===== src/rtl/display_scan_decoder.sv =====
// display_scan_decoder: readback checker for a multiplexed 7-segment bus.
// Recovers per-digit BCD, decimal point and a frame tick after debounce.
module display_scan_decoder #(
  parameter int N_DIGITS      = 2,
  parameter int STABLE_CYCLES = 4
) (
  input  logic                  clk,
  input  logic                  rst_n,
  input  logic [7:0]            seg_in,
  input  logic [N_DIGITS-1:0]   an_in,
  input  logic                  err_clr,
  output logic [4*N_DIGITS-1:0] num_out,
  output logic [N_DIGITS-1:0]   num_valid,
  output logic [N_DIGITS-1:0]   dp_out,
  output logic                  pattern_err,
  output logic                  frame_tick
);

  localparam int CW = $clog2(STABLE_CYCLES + 1);
  localparam logic [CW-1:0] CNT_MAX = CW'(STABLE_CYCLES);
  localparam logic [CW-1:0] CNT_PRE = CW'(STABLE_CYCLES - 1);

  logic [7:0]            seg_q;
  logic [N_DIGITS-1:0]   an_q;
  logic [N_DIGITS+7:0]   prev_q;
  logic [CW-1:0]         cnt;
  logic [N_DIGITS-1:0]   mask;
  logic [N_DIGITS-1:0]   low;
  logic [N_DIGITS-1:0]   mask_nxt;
  logic [3:0]            code;
  logic                  code_ok;
  logic                  sel_ok;
  logic                  same;
  logic                  commit;

  assign low      = ~an_q;
  assign sel_ok   = $onehot(low);
  assign same     = ({an_q, seg_q} == prev_q);
  assign commit   = same && sel_ok && (cnt == CNT_PRE);
  assign mask_nxt = mask | low;

  // Segment pattern to digit; dp bit plays no part in the code.
  always_comb begin
    code    = 4'hF;
    code_ok = 1'b1;
    case (seg_q[7:1])
      7'h01:   code = 4'd0;
      7'h4F:   code = 4'd1;
      7'h12:   code = 4'd2;
      7'h06:   code = 4'd3;
      7'h4C:   code = 4'd4;
      7'h24:   code = 4'd5;
      7'h20:   code = 4'd6;
      7'h0F:   code = 4'd7;
      7'h00:   code = 4'd8;
      7'h0C:   code = 4'd9;
      7'h7F:   code = 4'hF;
      default: code_ok = 1'b0;
    endcase
  end

  // Input staging plus one-deep history for the stability compare.
  always_ff @(posedge clk or negedge rst_n) begin
    if (!rst_n) begin
      seg_q  <= '0;
      an_q   <= '0;
      prev_q <= '0;
    end else begin
      seg_q  <= seg_in;
      an_q   <= an_in;
      prev_q <= {an_q, seg_q};
    end
  end

  // Saturating run length of identical legal samples.
  always_ff @(posedge clk or negedge rst_n) begin
    if (!rst_n) begin
      cnt <= '0;
    end else if (same && sel_ok) begin
      if (cnt != CNT_MAX) cnt <= cnt + CW'(1);
    end else begin
      cnt <= sel_ok ? CW'(1) : '0;
    end
  end

  // Commit decoded digits, track the frame mask, keep the sticky error.
  always_ff @(posedge clk or negedge rst_n) begin
    if (!rst_n) begin
      num_out     <= '0;
      num_valid   <= '0;
      dp_out      <= '0;
      mask        <= '0;
      frame_tick  <= 1'b0;
      pattern_err <= 1'b0;
    end else begin
      frame_tick <= 1'b0;
      if (commit && code_ok) begin
        if (&mask_nxt) begin
          mask       <= '0;
          frame_tick <= 1'b1;
        end else begin
          mask <= mask_nxt;
        end
      end
      for (int i = 0; i < N_DIGITS; i++) begin
        if (commit && code_ok && low[i]) begin
          num_out[4*i +: 4] <= code;
          dp_out[i]         <= ~seg_q[0];
          num_valid[i]      <= 1'b1;
        end
      end
      if (commit && !code_ok) pattern_err <= 1'b1;
      else if (err_clr)       pattern_err <= 1'b0;
    end
  end

endmodule


===== config.mk =====
export PLATFORM = sky130hd
export DESIGN_NAME = display_scan_decoder
export DESIGN_NICKNAME = d
export VERILOG_FILES = /design/src/rtl/display_scan_decoder.sv
export SDC_FILE = /design/constraint.sdc
export NUM_CORES = 1
export LEC_CHECK = 0
export ABC_AREA = 1
export CORE_MARGIN = 3
export CORE_UTILIZATION = 45
export DETAILED_ROUTE_END_ITERATION = 7
export PLACE_DENSITY = 0.79
export SLEW_MARGIN = 30
export SYNTH_ARGS = -nofsm -noshare
export SYNTH_HDL_FRONTEND = slang
export SYNTH_SLANG_ARGS = --single-unit

===== constraint.sdc =====
create_clock -name clk -period 2.13 [get_ports clk]
set_input_delay 0.426 -clock clk [delete_from_list [all_inputs] [get_ports clk]]
set_output_delay 0.426 -clock clk [all_outputs]
set_load 0.01 [all_outputs]

==> metrics, run 1 <==
status completed; CTS Hold Bufs 0; final worst path period share 78.40%; Post-synth EDFFs 0; Die Ht 69.56 um; worst setup margin 0.4600 ns; total core area 3771 sq um; reg2reg path depth 12; ys async rst share 100.0%; global route overflow 0; CTS buffer count 5; DR iter-0 viols 77; worst endpoint data arrival time 1.86 ns; Routed Antenna Nets 0; top cells by area, synth dfrtp_1, nand2_1, nand3_1, inv_1, nor2_4; row count 22; first-pass GRT wire length 5706 um; GRT Util Overall 14.88%; Clk Latency, worst-skew pair 0.30 ns; Yosys reg bits 39; worst vdd ir 0.5180 mV; CTS Sinks 39; number of global-route vias before repair 1307; Final Cell Area 2246 sq um; hpwl dp 2220 um; leakage 0.001120 uW; Main synth FF type dfrtp_1; fill cell count 345; WP data required 2.32 ns; Synth top area share 53.68%; Area after DPL 2133 sq um; CTS tree done; CP Max Fanout 6; fraction of layout cells with a size suffix above 1 16.53%; clk_skew 0.008197 ns; post-synthesis sequential area ratio 53.68%; Max Fclk 0.5988 GHz; GPL Wtd Cong 0.7795; Area Overhead vs Synth 23.54%; Slew HR 45.07%; Hold Crit Class in2async; Power Total 1507 uW; dpl ws 0.4901 ns; 1st-pass router iterations 4; clock root cell clkbuf_8; maximum clock insertion buffer count 2; min Tclk post-route 1.670 ns; cells after synthesis 202; Syn Area/Cell 9.000 sq um; die extent in x 69.56 um; Post-Synthesis Cell Area 1818 sq um; TNS Setup 0 ns; final hold vios 0; Starting Density 48.21%; die area 4839 sq um; dominant cell type by area after synthesis dfrtp_1; H-Tree Depth 2; synth cell count leaders nand2_1, dfrtp_1, inv_1, nand3_1, nor2_1; initial antenna violation count 0; wire per inst 10.79 um; final setup violation count 0; most common cell in the synthesized netlist nand2_1; Worst Tran Pin Value 0.8239 ns; Worst-path clk slew 0.08 ns; final WL 3065 um; Startpoint Class register; vias 1339; Synth Net Count 218; routed vias/inst 4.715; detailed-route DRC error count 0; Ports 27; final net count 251; P per Cell Area 670.8 nW/um^2; Diodes inserted 0; fin. max-slew vios 0; Max Cap Violations 0; Worst setup EP type register; Netlist cell types 27; YS warnings 0; RSZ-0062 raised after global routing no; Crit Path Class reg2reg; Post-CTS Resized 0; largest net degree at the start of global routing 40; PortBufs 26; Setup Fix Bufs, Post-CTS 0
final timing paths:
path,startpoint,end,slack [ns]
worst max-delay path,seg_q[5]$_DFF_PN0_,num_out[3]$_DFFE_PN0P_,0.46
worst min-delay path,rst_n,seg_q[1]$_DFF_PN0_,0.22
worst max register to register,seg_q[5]$_DFF_PN0_,num_out[3]$_DFFE_PN0P_,0.46
worst min register to register,seg_q[4]$_DFF_PN0_,prev_q[4]$_DFF_PN0_,0.40
max in group asynchronous,rst_n,cnt[0]$_DFFE_PN0P_,1.38
min in group clk,seg_q[4]$_DFF_PN0_,prev_q[4]$_DFF_PN0_,0.40
per-layer routing:
metal / up-vias / share of wire, % / global-route usage, %
li1: 689 / - / -
met4: 0 / 1.8 / 7.592
met2: 27 / 46 / 23.31
met1: 616 / 47 / 18.53
met3: 7 / 4.6 / 4.493
met5: - / 0 / 0
final cells by class:
cell class                      instances  area, sq um  area share, %
Clock inverter                          3        43.79          1.950
Sequential cell                        39        975.9          43.45
Clock buffer                            5        68.82          3.064
Multi-Input combinational cell        138        748.2          33.31
Tap cell                               48        60.06          2.674
Timing Repair Buffer                   26        255.2          11.36
Inverter                               25        93.84          4.178
sequential cells by signal, summed over array words and instances (netlist names):
register,cells
num_out,8
pattern_err,1
cnt,3
seg_q,8
frame_tick,1
dp_out,2
num_valid,2
prev_q,10
an_q,2
mask,2
cells by family (layout without fill, tap and decap cells):
kind of cell / count (synthesis) / in the layout / synth area share (%)
adders and majority gates: 3 / 3 / 2.065
xor gates and xnor gates: 7 / 7 / 3.372
buffers and inverters: 25 / 59 / 5.162
and+or+nand+nor: 120 / 120 / 33.31
DFF: 39 / 39 / 53.68
AOI/OAI and AO/OA: 8 / 8 / 2.409
worst max-delay path: stages, from the launching register on:
cell     delay (ns)
dfrtp_1        0.44
inv_2          0.10
nand2_2        0.05
nor2_2         0.18
nand2_1        0.10
nand2_1        0.09
inv_2          0.04
nand2_2        0.08
inv_2          0.06
nand3_4        0.09
nand3_2        0.16
nand2_1        0.10
nand2_1        0.06
cells in the final DEF (no fill, tap or decap), drive strengths merged:
cell and count:
buf 1, o22ai 1, bufinv 1, or2 1, a21oi 2, xnor2 6
ha 3, dfrtp 39, nand4 2, nor3b 1, nand2 75, clkdlybuf4s50 25
o21ai 4, clkbuf 5, nor3 2, nor2 21, o211ai 1, nand3 17
clkinv 2, inv 25, xor2 1, or3 1
metrics by stage:
step	util, %	hold slack [ns]	cells
after floorplan	-	0.1304	202
after global placement	56.57	0.3883	276
after detailed placement	56.57	0.3865	276
after CTS	59.56	0.2507	284
after global routing	59.56	0.2825	284
final	59.56	0.2240	284
power by group:
group	leakage, uW	internal [uW]	switching (uW)
logic	0.000566	47.5	65.1
registers	0.000496	761	20.2
clock network	0.0000581	348	264
(Power assumes the default switching activity.)
==> inputs of run 2 (changes only) <==
Clock period 2.13 ns to 1.6 ns, I/O delays scaled along.
==> metrics, run 2 (same netlist as run 1, synthesis figures left out) <==
H-Tree Depth 2 (unchanged); Diodes inserted 0 (unchanged); maximum clock insertion buffer count 2 (unchanged); Worst setup EP type register (unchanged); initial antenna violation count 0 (unchanged); Clk Latency, worst-skew pair 0.30 ns (about the same); wire per inst 11.28 um (was 10.79 um); commonest cells after routing, fill and taps aside nand2_1, dfrtp_1, clkdlybuf4s50_1, nand2_2, inv_1 (was nand2_1, dfrtp_1, clkdlybuf4s50_1, inv_1); Startpoint Class register (unchanged); min Tclk post-route 1.683 ns (was 1.670 ns); routed vias/inst 4.922 (was 4.715); Worst-path clk slew 0.08 ns (about the same); RSZ-0062 raised after global routing yes (was no); worst setup margin -0.08285 ns (was 0.4600 ns); crit path buf inv count 1 (was 3); leading cell type in the layout, fill and taps excluded nand2_1 (unchanged); Die Ht 69.56 um (unchanged); Power Total 2057 uW (was 1507 uW); Worst Tran Pin Value 0.2996 ns (was 0.8239 ns); first-pass GRT wire length 5885 um (was 5706 um); largest net degree at the start of global routing 20 (was 40); number of global-route vias before repair 1392 (was 1307); leakage 0.001179 uW (was 0.001120 uW); Starting Density 48.21% (unchanged); DR iter-0 viols 52 (was 77); die extent in x 69.56 um (unchanged); final net count 262 (was 251); final WL 3329 um (was 3065 um); Hold Crit Class reg2reg (was in2async); Slew HR 80.01% (was 45.07%); 1st-pass router iterations 4 (unchanged); GRT Util Overall 15.48% (was 14.88%); hold path depth 0; WP data required 1.79 ns (was 2.32 ns); CTS Sinks 39 (unchanged); final hold vios 0 (unchanged); Ports 27 (unchanged); Max Cap Violations 0 (unchanged); Max Fclk 0.5942 GHz (was 0.5988 GHz); detailed-route DRC error count 0 (unchanged); CTS tree done (unchanged); met2 wire length 1649 um (was 1422 um); status complete, but fails checks (was completed); top flop regs prev_q (10), num_out (8), seg_q (8) (unchanged); hold_ws 0.4210 ns (was 0.2240 ns); worst vdd ir 0.5237 mV (was 0.5180 mV); most frequent CP cell nand2_1 (unchanged); WL met3 161 um (was 141 um); clock root cell clkbuf_8 (unchanged); Worst path slowest cell dfrtp_1 (unchanged); global route overflow 0 (unchanged); clk_skew 0.01090 ns (was 0.008197 ns); Area after DPL 2178 sq um (was 2133 sq um); P per Cell Area 852.8 nW/um^2 (was 670.8 nW/um^2); Area Overhead vs Synth 32.69% (was 23.54%); worst path cell trace inv_2 -> nand2_1 -> nand2_1 -> nor2_2 -> nand2_2 -> nor2_4 -> nand3_2 -> nor2_4 -> nand3_4 -> nand2_2 -> nand2_1 (was inv_2 -> nand2_2 -> nor2_2 -> nand2_1 -> nand2_1 -> inv_2 -> nand2_2 -> inv_2 -> nand3_4 -> nand3_2 -> nand2_1 -> nand2_1); Final Cell Area 2412 sq um (was 2246 sq um); Crit path max-delay family simple AND/OR/NAND/NOR gates (unchanged); largest reg by FF count prev_q (unchanged); reg2reg path depth 11 (was 12); row count 22 (unchanged); worst endpoint data arrival time 1.87 ns (was 1.86 ns); fraction of layout cells with a size suffix above 1 27.94% (was 16.53%); final setup violation count 12 (was 0); CP peak stage delay 0.40 ns (was 0.44 ns); Levels on crit path 11 (was 12); Crit Path Class reg2reg (unchanged); Routed Antenna Nets 0 (unchanged); CTS buffer count 5 (unchanged); failing checks setup timing; vias 1452 (was 1339); PortBufs 26 (unchanged); die area 4839 sq um (unchanged); CP Max Fanout 6 (unchanged); max FFs per register 10 (unchanged); total core area 3771 sq um (unchanged); final worst path period share 105.2% (was 78.40%); fin. max-slew vios 0 (unchanged); DR top layer met4 (unchanged); DRT met1 WL 1452 um (was 1446 um); TNS Setup -0.6955 ns (was 0 ns); GPL Wtd Cong 0.8221 (was 0.7795); hpwl dp 2412 um (was 2220 um)
[run 2: what timing repair did]
item                       4_1_cts  5_1_grt
setup endpoints to repair       10       16
hold endpoints to repair        12        0
setup buffers                    1        3
hold buffers                     1        0
resized for setup                5       19
pin swaps                        1       14
[run 2: worst paths after layout]
check,from,end,slack [ns]
worst max register to register,seg_q[2]$_DFF_PN0_,dp_out[1]$_DFFE_PN0P_,-0.08
worst min register to register,seg_q[4]$_DFF_PN0_,prev_q[4]$_DFF_PN0_,0.42
worst max-delay path,seg_q[2]$_DFF_PN0_,dp_out[1]$_DFFE_PN0P_,-0.08
min in group asynchronous,rst_n,seg_q[6]$_DFF_PN0_,0.43
worst min-delay path,seg_q[4]$_DFF_PN0_,prev_q[4]$_DFF_PN0_,0.42
max in group asynchronous,rst_n,an_q[0]$_DFF_PN0_,0.63
[run 2: metrics by stage]
stage                     std cells  setup WS [ns]  utilization (%)
after floorplan                 202         0.1678                -
after global placement          282       -0.02290            57.76
after detailed placement        282       -0.04718            57.76
after CTS                       292       -0.03223            61.88
after global routing            295        -0.2085            63.97
final                           295       -0.08285            63.97
[run 2: report_power, final]
group	internal, uW	switching [uW]	total (uW)
Sequential	1010	26.5	1040
Combinational	84.7	106	190
Clock	469	357	826
Total	1570	489	2060
[run 2: cell type report]
type                            count  area (sq um)
Inverter                           25         93.84
Clock buffer                        5         68.82
Timing Repair Buffer               37         340.3
Tap cell                           48         60.06
Multi-Input combinational cell    138         823.3
Clock inverter                      3         46.29
Fill cell                         281          1359
Sequential cell                    39         979.7
[run 2: routing by layer]
| metal | global-route usage [%] | vias up |
|---|---|---|
| met4 | 7.158 | 0 |
| met3 | 4.493 | 10 |
| met5 | 0 | - |
| met1 | 18.34 | 687 |
| li1 | - | 717 |
| met2 | 25.85 | 38 |
[run 2: worst reg2reg max path, cell delays in order, from the launching register on]
cell     delay (ns)
dfrtp_1        0.40
inv_2          0.06
nand2_1        0.07
nand2_1        0.07
nor2_2         0.12
nand2_2        0.08
nor2_4         0.14
nand3_2        0.11
nor2_4         0.23
nand3_4        0.16
nand2_2        0.09
nand2_1        0.05
==> inputs of run 3 (changes only) <==
--- a/config.mk
+++ b/config.mk
@@ -10,5 +10,7 @@
 export CORE_UTILIZATION = 45
 export DETAILED_ROUTE_END_ITERATION = 7
+export GPL_TIMING_DRIVEN = 0
 export PLACE_DENSITY = 0.79
+export REMOVE_ABC_BUFFERS = 1
 export SLEW_MARGIN = 30
 export SYNTH_ARGS = -nofsm -noshare
==> constraint.sdc (replaced) <==
create_clock -name clk -period 1.6 [get_ports clk]
set_input_delay 0.32 -clock clk [delete_from_list [all_inputs] [get_ports clk]]
set_output_delay 0.32 -clock clk [all_outputs]
set_load 0.005 [all_outputs]
==> metrics, run 3 (same netlist as run 1, synthesis figures left out) <==
final worst path period share 101.8% (was 105.2%); first-pass GRT wire length 5678 um (was 5885 um); P per Cell Area 880.4 nW/um^2 (was 852.8 nW/um^2); clock root cell clkbuf_8 (unchanged); final hold vios 0 (unchanged); Area Overhead vs Synth 30.01% (was 32.69%); Hold Path End prev_q[0]$_DFF_PN0_ (was prev_q[4]$_DFF_PN0_); Diodes inserted 0 (unchanged); Power Total 2081 uW (was 2057 uW); wire per inst 11.14 um (was 11.28 um); Max Fclk 0.6139 GHz (was 0.5942 GHz); Worst setup EP type register (unchanged); hpwl dp 2280 um (was 2412 um); vias 1366 (was 1452); Crit Path Class reg2reg (unchanged); worst reg2reg path endpoint num_out[2]$_DFFE_PN0P_ (was dp_out[1]$_DFFE_PN0P_); largest net degree at the start of global routing 24 (was 20); number of global-route vias before repair 1351 (was 1392); routed vias/inst 4.743 (was 4.922); Startpoint Class register (unchanged); 1st-pass router iterations 4 (unchanged); min-delay src seg_q[0]$_DFF_PN0_ (was seg_q[4]$_DFF_PN0_); Routed Antenna Nets 0 (unchanged); Max Cap Violations 0 (unchanged); CTS tree done (unchanged); Worst R2R Start seg_q[1]$_DFF_PN0_ (was seg_q[2]$_DFF_PN0_); CTS Sinks 39 (unchanged); fraction of layout cells with a size suffix above 1 19.17% (was 27.94%); failing checks setup timing (unchanged); worst reg2reg setup slack -0.03 ns (was -0.08 ns); leading cell type in the layout, fill and taps excluded nand2_1 (unchanged); CTS buffer count 5 (unchanged); clk_skew 0.004916 ns (was 0.01090 ns); Starting Density 48.21% (unchanged); Slew HR 73.33% (was 80.01%); detailed-route DRC error count 0 (unchanged); dpl ws -0.04223 ns (was -0.04718 ns); die area 4839 sq um (unchanged); GPL Wtd Cong 0.7631 (was 0.8221); Ports 27 (unchanged); RSZ-0062 raised after global routing yes (unchanged); H-Tree Depth 2 (unchanged); Worst-path clk slew 0.08 ns (about the same); leakage 0.001158 uW (was 0.001179 uW); maximum clock insertion buffer count 2 (unchanged); Clk Latency, worst-skew pair 0.29 ns (was 0.30 ns); Die Ht 69.56 um (unchanged); top flop regs prev_q (10), num_out (8), seg_q (8) (unchanged); largest reg by FF count prev_q (unchanged); DR iter-0 viols 56 (was 52); commonest cells after routing, fill and taps aside nand2_1, dfrtp_1, clkdlybuf4s50_1, inv_1, nor2_1 (was nand2_1, dfrtp_1, clkdlybuf4s50_1, nand2_2, inv_1); global route overflow 0 (unchanged); Hold Crit Class reg2reg (unchanged); row count 22 (unchanged); Placed Cells 277 (was 282); hold path depth 0 (unchanged); max FFs per register 10 (unchanged); PortBufs 26 (unchanged); CP Max Fanout 5 (was 6); worst setup margin -0.02896 ns (was -0.08285 ns); status complete, but fails checks (unchanged); die extent in x 69.56 um (unchanged); total core area 3771 sq um (unchanged); worst endpoint data arrival time 1.87 ns (about the same); fin. max-slew vios 0 (unchanged); final WL 3209 um (was 3329 um); final setup violation count 7 (was 12); GRT Util Overall 14.86% (was 15.48%); Worst Tran Pin Value 0.4000 ns (was 0.2996 ns); min Tclk post-route 1.629 ns (was 1.683 ns); Area after DPL 2161 sq um (was 2178 sq um); initial antenna violation count 0 (unchanged); Final Cell Area 2364 sq um (was 2412 sq um); worst vdd ir 0.6732 mV (was 0.5237 mV); final net count 255 (was 262); hold_ws 0.4198 ns (was 0.4210 ns); fin cells 288 (was 295); WP data required 1.84 ns (was 1.79 ns); reg2reg path depth 11 (unchanged)
[run 3: changes by cell type in the layout (fill, tap and decap cells not counted), sizes merged]
cell,delta
buf,-8
clkbuf,+1
clkinvlp,-1
nor2,+1
[run 3: timing repair]
item,4_1_cts,5_1_grt
buffers inserted,1,0
pin swaps,0,2
hold endpoints to repair,16,0
cloned,0,1
hold buffers,1,0
endpoints found under the setup margin,10,15
resized for setup,7,3
[run 3: cell type report]
| type | count | area (sq um) |
|---|---|---|
| Tap cell | 48 | 60.06 |
| Inverter | 25 | 93.84 |
| Clock buffer | 6 | 82.58 |
| Sequential cell | 39 | 977.2 |
| Multi-Input combinational cell | 139 | 810.8 |
| Timing Repair Buffer | 29 | 300.3 |
| Fill cell | 315 | 1408 |
| Clock inverter | 2 | 38.79 |
[run 3: how the worst max path moves through the flow]
stage               slack (ns)  cells after the start               start                endpoint
floorplan                 0.17                     12  seg_q[6]$_DFF_PN0_   dp_out[0]$_DFFE_PN0P_
global placement         -0.65                      1               rst_n      cnt[2]$_DFFE_PN0P_
detailed placement       -0.04                     12  seg_q[6]$_DFF_PN0_  num_out[2]$_DFFE_PN0P_
CTS                      -0.01                     11  seg_q[1]$_DFF_PN0_  num_out[1]$_DFFE_PN0P_
global route             -0.19                     11  seg_q[3]$_DFF_PN0_  num_out[3]$_DFFE_PN0P_
finish                   -0.03                     11  seg_q[1]$_DFF_PN0_  num_out[2]$_DFFE_PN0P_
[run 3: worst max-delay path: stages, from the launching register on]
cell     delay [ns]
dfrtp_1        0.42
inv_2          0.07
nand2_2        0.06
nand2_1        0.05
nor2_1         0.10
nand2_1        0.10
nor2_4         0.13
buf_4          0.14
nand4_4        0.14
nor2_4         0.18
nand3_1        0.09
nand2_1        0.08
[run 3: metrics by stage]
step / TNS [ns] / utilization [%]
2_1_floorplan: 0 / -
3_3_place_gp: -25.39 / 56.70
3_5_place_dp: -0.3152 / 57.30
4_1_cts: -0.03181 / 62.11
5_1_grt: -2.182 / 62.67
6_report: -0.1034 / 62.67
[run 3: routing by layer]
metal	vias to the layer above	share of wire, %	track usage (%)
met4	0	1.7	6.074
met1	635	46	17.52
met3	7	4.7	5.652
met5	-	0	0
li1	700	-	-
met2	24	48	24.26
[run 3: power by group]
part | leakage [uW] | switching, uW | total, uW | internal [uW]
Combinational | 0.000601 | 98.6 | 173 | 74.0
Sequential | 0.000495 | 28.5 | 1040 | 1010
Clock | 0.0000618 | 354 | 866 | 513
Total | 0.00116 | 481 | 2080 | 1600
